===== src/rtl/decode_pkg.sv =====
// Shared opcode encoding, instruction field positions and NOP constant for the decode slice.
package decode_pkg;

    typedef enum logic [3:0] {
        OP_NOP   = 4'h0,
        OP_ADD   = 4'h1,
        OP_SUB   = 4'h2,
        OP_AND   = 4'h3,
        OP_OR    = 4'h4,
        OP_XOR   = 4'h5,
        OP_SHL   = 4'h6,
        OP_SHR   = 4'h7,
        OP_LOAD  = 4'h8,
        OP_STORE = 4'h9,
        OP_ADDI  = 4'hA,
        OP_BEQ   = 4'hB,
        OP_BNE   = 4'hC,
        OP_JMP   = 4'hD,
        OP_LUI   = 4'hE,
        OP_HALT  = 4'hF
    } opcode_e;

    localparam int FIELD_W = 4;
    localparam int OPC_LSB = 12;
    localparam int RD_LSB  = 8;
    localparam int RS1_LSB = 4;
    localparam int RS2_LSB = 0;

    localparam logic [15:0] NOP_INSTR = 16'h0000;

    typedef logic [FIELD_W-1:0] regaddr_t;

    function automatic regaddr_t field(input logic [15:0] instr, input int lsb);
        return instr[lsb +: FIELD_W];
    endfunction

endpackage


===== src/rtl/decode_stage_register_file.sv =====
// 16-entry register file: two combinational reads, one synchronous write, r0 hardwired to zero.
// Same-cycle writeback forwarding is enabled by defining DECODE_WB_BYPASS_EN.
module register_file
    import decode_pkg::*;
#(
    parameter int DATA_W = 32,
    parameter int NREGS  = 16
) (
    input  logic              clk,
    input  regaddr_t          raddr1,
    input  regaddr_t          raddr2,
    output logic [DATA_W-1:0] rdata1,
    output logic [DATA_W-1:0] rdata2,
    input  logic              we,
    input  regaddr_t          waddr,
    input  logic [DATA_W-1:0] wdata
);

    // No reset on the array: contents are undefined until software writes them.
    logic [DATA_W-1:0] mem [NREGS];

    always_ff @(posedge clk) begin
        if (we && waddr != '0) begin
            mem[waddr] <= wdata;
        end
    end

    always_comb begin
        rdata1 = (raddr1 == '0) ? '0 : mem[raddr1];
`ifdef DECODE_WB_BYPASS_EN
        if (we && waddr != '0 && waddr == raddr1) begin
            rdata1 = wdata;
        end
`endif
    end

    always_comb begin
        rdata2 = (raddr2 == '0) ? '0 : mem[raddr2];
`ifdef DECODE_WB_BYPASS_EN
        if (we && waddr != '0 && waddr == raddr2) begin
            rdata2 = wdata;
        end
`endif
    end

endmodule


===== src/rtl/decode_stage.sv =====
// Decode stage: IF/ID register, load-use hazard stall, register-file read, ID/EX register.
// Register-file writeback bypass is selected with DECODE_WB_BYPASS_EN.
module decode_stage
    import decode_pkg::*;
#(
    parameter int DATA_W = 32,
    parameter int NREGS  = 16
) (
    input  logic              clk,
    input  logic              reset,
    input  logic [15:0]       instruction,
    input  logic              flush,
    input  logic              wbEn,
    input  logic [3:0]        wbAddr,
    input  logic [DATA_W-1:0] wbData,
    output logic              pcHold,
    output logic              exValid,
    output logic [3:0]        exOpcode,
    output logic [3:0]        exRd,
    output logic [DATA_W-1:0] exRs1Data,
    output logic [DATA_W-1:0] exRs2Data,
    output logic [DATA_W-1:0] exImm,
    output logic              exMemRead
);

    logic [15:0]       id_instr;
    logic              id_valid;
    regaddr_t          id_opc;
    regaddr_t          id_rd;
    regaddr_t          id_rs1;
    regaddr_t          id_rs2;
    logic [DATA_W-1:0] rs1_data;
    logic [DATA_W-1:0] rs2_data;
    logic              hazard;
    logic              bubble;

    assign id_opc = field(id_instr, OPC_LSB);
    assign id_rd  = field(id_instr, RD_LSB);
    assign id_rs1 = field(id_instr, RS1_LSB);
    assign id_rs2 = field(id_instr, RS2_LSB);

    register_file #(
        .DATA_W (DATA_W),
        .NREGS  (NREGS)
    ) u_register_file (
        .clk    (clk),
        .raddr1 (id_rs1),
        .raddr2 (id_rs2),
        .rdata1 (rs1_data),
        .rdata2 (rs2_data),
        .we     (wbEn),
        .waddr  (wbAddr),
        .wdata  (wbData)
    );

    // The bubble inserted on a stall clears exValid, so the match cannot persist past one cycle.
    always_comb begin
        hazard = 1'b0;
        if (exValid && exMemRead && exRd != '0 && id_valid) begin
            hazard = (exRd == id_rs1) || (exRd == id_rs2);
        end
    end

    assign pcHold = hazard && !flush;
    assign bubble = flush || hazard || !id_valid;

    always_ff @(posedge clk or posedge reset) begin
        if (reset) begin
            id_instr <= NOP_INSTR;
            id_valid <= 1'b0;
        end else if (flush) begin
            id_instr <= NOP_INSTR;
            id_valid <= 1'b0;
        end else if (!hazard) begin
            id_instr <= instruction;
            id_valid <= 1'b1;
        end
    end

    always_ff @(posedge clk or posedge reset) begin
        if (reset) begin
            exValid   <= 1'b0;
            exOpcode  <= '0;
            exRd      <= '0;
            exRs1Data <= '0;
            exRs2Data <= '0;
            exImm     <= '0;
            exMemRead <= 1'b0;
        end else if (bubble) begin
            exValid   <= 1'b0;
            exOpcode  <= '0;
            exRd      <= '0;
            exRs1Data <= '0;
            exRs2Data <= '0;
            exImm     <= '0;
            exMemRead <= 1'b0;
        end else begin
            exValid   <= 1'b1;
            exOpcode  <= id_opc;
            exRd      <= id_rd;
            exRs1Data <= rs1_data;
            exRs2Data <= rs2_data;
            exImm     <= DATA_W'(id_rs2);
            exMemRead <= (id_opc == OP_LOAD);
        end
    end

endmodule


===== config.mk =====
export PLATFORM = sky130hd
export DESIGN_NAME = decode_stage
export DESIGN_NICKNAME = d
export VERILOG_FILES = /design/src/rtl/decode_pkg.sv /design/src/rtl/decode_stage_register_file.sv /design/src/rtl/decode_stage.sv
export SDC_FILE = /design/constraint.sdc
export NUM_CORES = 1
export LEC_CHECK = 0
export ABC_CLOCK_PERIOD_IN_PS = 3000
export CAP_MARGIN = 40
export CORE_UTILIZATION = 39
export DETAILED_ROUTE_END_ITERATION = 7
export PLACE_DENSITY_LB_ADDON = 0.1
export SLEW_MARGIN = 10
export SYNTH_ARGS = -nofsm -noshare
export SYNTH_HDL_FRONTEND = slang
export SYNTH_SLANG_ARGS = --single-unit

===== constraint.sdc =====
create_clock -name clk -period 3 [get_ports clk]
set_input_delay 0.45 -clock clk [delete_from_list [all_inputs] [get_ports clk]]
set_output_delay 0.45 -clock clk [all_outputs]
set_load 0.05 [all_outputs]

==> run_results.csv <==
group,metric,value,unit
timing,worst_pin_slew,0.791,ns
cts,insertion_delay,0.59,ns
synth,synth_edf_count,512,
die,placementRows,96,
grt,grt_usage,0.209,
status,outcome,"finished, final reports clean",
final_layout,syn_to_final_growth,19.5,%
timing,fin_tns_setup,0,ns
synth,synthArstFlopShare,0.157,
timing,period_share,0.946,
detailed_routing,drc,0,
cts,post_cts.repair.setup_buffers,1,
synth,yosysMostFrequentCell,"edfxtp_1",
final_layout,multiInputGateArea,8850,µm²
power_and_ir_drop,p_per_area,603,nW/µm²
grt,antenna_found_initial,2,
detailed_routing,avgRoutedWirePerCell,28.0,µm
cts,cts_buffers,70,
critical_path,reg2regPathDepth,6,
synth,ys_seq_elements,607,
timing,drv_slew,0,
synth,synth_top_cells_by_area,"edfxtp_1 57%, mux4_2 21%, dfrtp_1 8.8%, a22o_1 3.9%, nor3_2 1.8%",
cts,cts_root_buf,"clkbuf_16",
die,pin_count,163,
grt,grt-ovfl-total,0,
power_and_ir_drop,p_leak,10.5,nW
timing,relSlewSlack,0.470,
critical_path,crit_buf_inv,1,
detailed_routing,firstDrtPassIters,4,
die,start_util,0.395,
cts,clockBufferDepth,3,
final_layout,seqCellArea,17800,µm²
critical_path,slowest_stage,"dfrtp_2",
final_layout,nNetsFinal,1648,
detailed_routing,routed_via_density,5.64,
grt,grt_max_degree,64,
critical_path,cp-end-kind,"primary output",
flow_run,drv_cap,0,
cts,cts-resized-gates,0,
grt,grt_pass1_wl,106000,µm
timing,rsz0062_at_grt,"false",
die,dieWidth,265,µm
synth,synthTopCellsByCount,"512 x edfxtp_1, 256 x mux4_2, 120 x a22o_1",
synth,synth_cells,1379,
synth,synth-compound-area-share,0.0423,
synth,synth_top_family_by_area,"multiplexers",
synth,yosysSeqAreaShare,0.656,
place,gp_congestion,0.744,
cts,ctsHtreeMaxLevel,3,
detailed_routing,ant_nets,0,
critical_path,crit_chain,"xnor2_1 > nand4_1 > a21oi_4 > and2_1 > buf_12",
die,core,68600,µm²
critical_path,r2r-end,"exRs2Data[31]",
synth,yosys.area_share.simple,0.0489,
synth,synth_top_cell_by_area,"edfxtp_1",
critical_path,crit_fanout,20,
cts,cts_hold_buf,0,
detailed_routing,vias,14500,
synth,synth_cell_types,32,
critical_path,arrival,2.39,ns
die,dieArea,70400,µm²
synth,synth_fa_ha_area_frac,0,
timing,period_minus_slack,2.84,ns
critical_path,cp.required,2.55,ns
place,io_buffers,134,
critical_path,crit_type,"reg -> out",
synth,yosys_warnings,0,
cts,cts_sinks,607,
synth,synth_xor_area_frac,0.00259,
grt,grt_pass1_vias,15400,
synth,yosysTopAreaCellShare,0.568,
timing,worst_hold_slack,0.290,ns
synth,synth_area,27100,µm²
timing,setup_viol,0,
cts,path_clk_slew,0.05,ns
final_layout,drive_gt1_frac,0.315,
worst_hold_path,hold_path_class,"in -> async",
critical_path,cp_slowest_stage_delay,0.84,ns
synth,synth_flop_cell,"edfxtp_1",
place,dp_hpwl,43400,µm
timing,fin_skew,0.0128,ns
timing,fmax,0.352,GHz
critical_path,reg2reg_from,"id_instr[0]",
critical_path,reg2reg_slack,0.70,ns
cts,tritoncts,"built",
die,die_y,265,µm
power_and_ir_drop,peakVddDrop,0.000358,V
detailed_routing,drtIter0Drc,1255,
synth,avgSynthCellArea,19.6,µm²
timing,hold_viol_final,0,
critical_path,crit_family,"flip-flops",
synth,muxShareOfSynthArea,0.219,
detailed_routing,routed_wl,72100,µm
final_layout,fill_cells,5755,
critical_path,critPathLaunchType,"flop",
[area by class of cell]
| type | instances | share of cell area |
|---|---|---|
| Sequential cell | 607 | 0.550 |
| Clock inverter | 14 | 0.00310 |
| Multi-Input combinational cell | 694 | 0.274 |
| Inverter | 2 | 0.000310 |
| Clock buffer | 110 | 0.0636 |
| Timing Repair Buffer | 217 | 0.0735 |
| Tap cell | 931 | 0.0360 |
| Antenna cell | 1 | 0.0000774 |
[where the power goes]
group	switching (mW)	internal [mW]	total (mW)
sequential	0.147	9.40	9.55
combinational	1.08	0.826	1.91
clock	3.27	4.78	8.04
total	4.50	15.0	19.5
[layer usage]
metal | vias to the layer above | GRT usage | routed length, µm
li1 | 6115 | - | -
met1 | 7927 | 0.288 | 31100
met2 | 388 | 0.348 | 36400
met3 | 91 | 0.0315 | 3380
met4 | 2 | 0.0539 | 1230
met5 | - | 0 | 13
[worst max-delay path by stage]
stage                      startpoint                         end  slack [ns]  depth (start not counted)
after floorplan                 reset                    exImm[0]        0.07                          1
after global placement      wbAddr[0]  u_register_file.mem[9][13]        0.54                          4
after detailed placement    wbAddr[0]  u_register_file.mem[9][13]        0.53                          4
after CTS                 id_instr[6]                      pcHold        0.13                          5
after global routing      id_instr[6]                      pcHold        0.06                          5
final                     id_instr[6]                      pcHold        0.16                          5
[metrics by stage]
stage / util / instance area, µm² / cells / setup WS [ns] / total power [mW]
after global placement: 0.440 / 30100 / 2450 / 0.541 / 11.6
after CTS: 0.471 / 32300 / 2575 / 0.128 / 19.8
after floorplan: - / 27300 / 1438 / 0.0730 / 10.9
after detailed placement: 0.440 / 30100 / 2450 / 0.529 / 11.6
final: 0.471 / 32300 / 2576 / 0.162 / 19.5
after global routing: 0.471 / 32300 / 2576 / 0.0608 / 20.2
[cell families (layout without fill, tap and decap cells)]
kind of cell	after synthesis	in the layout
buffers and inverters	137	343
muxes	272	272
AOI/OAI and AO/OA	127	127
and+or+nand+nor	227	227
other	1	61
xor gates and xnor gates	8	8
DFF	607	607
[state kept, by name (all words and copies together), names as in the netlist]
register             count
exImm                    4
exMemRead                1
exOpcode                 4
exRd                     4
exRs1Data               32
exRs2Data               32
exValid                  1
id_instr                16
id_valid                 1
u_register_file.mem    512
[cell usage in the layout (no fill, tap or decap), types with 7 or more instances in the layout]
cell	n
edfxtp_1	512
mux4_2	256
clkdlybuf4s50_1	133
a22o_1	120
dfrtp_1	90
clkbuf_16	73
conb_1	60
nor2_1	59
buf_4	51
nor3_2	49
nand2_1	38
buf_12	33
clkbuf_1	28
nor3_1	16
mux2i_1	16
nor2_4	13
nor3b_1	12
clkbuf_8	9
xnor2_1	8
clkinv_2	7
[worst register-to-register path: stages (launching register included)]
cell	delay, ns
dfrtp_4	0.70
buf_12	0.31
buf_12	0.20
mux4_2	0.51
a22o_1	0.24
nor2_1	0.10
nor3_1	0.08
(Power assumes the default switching activity.)
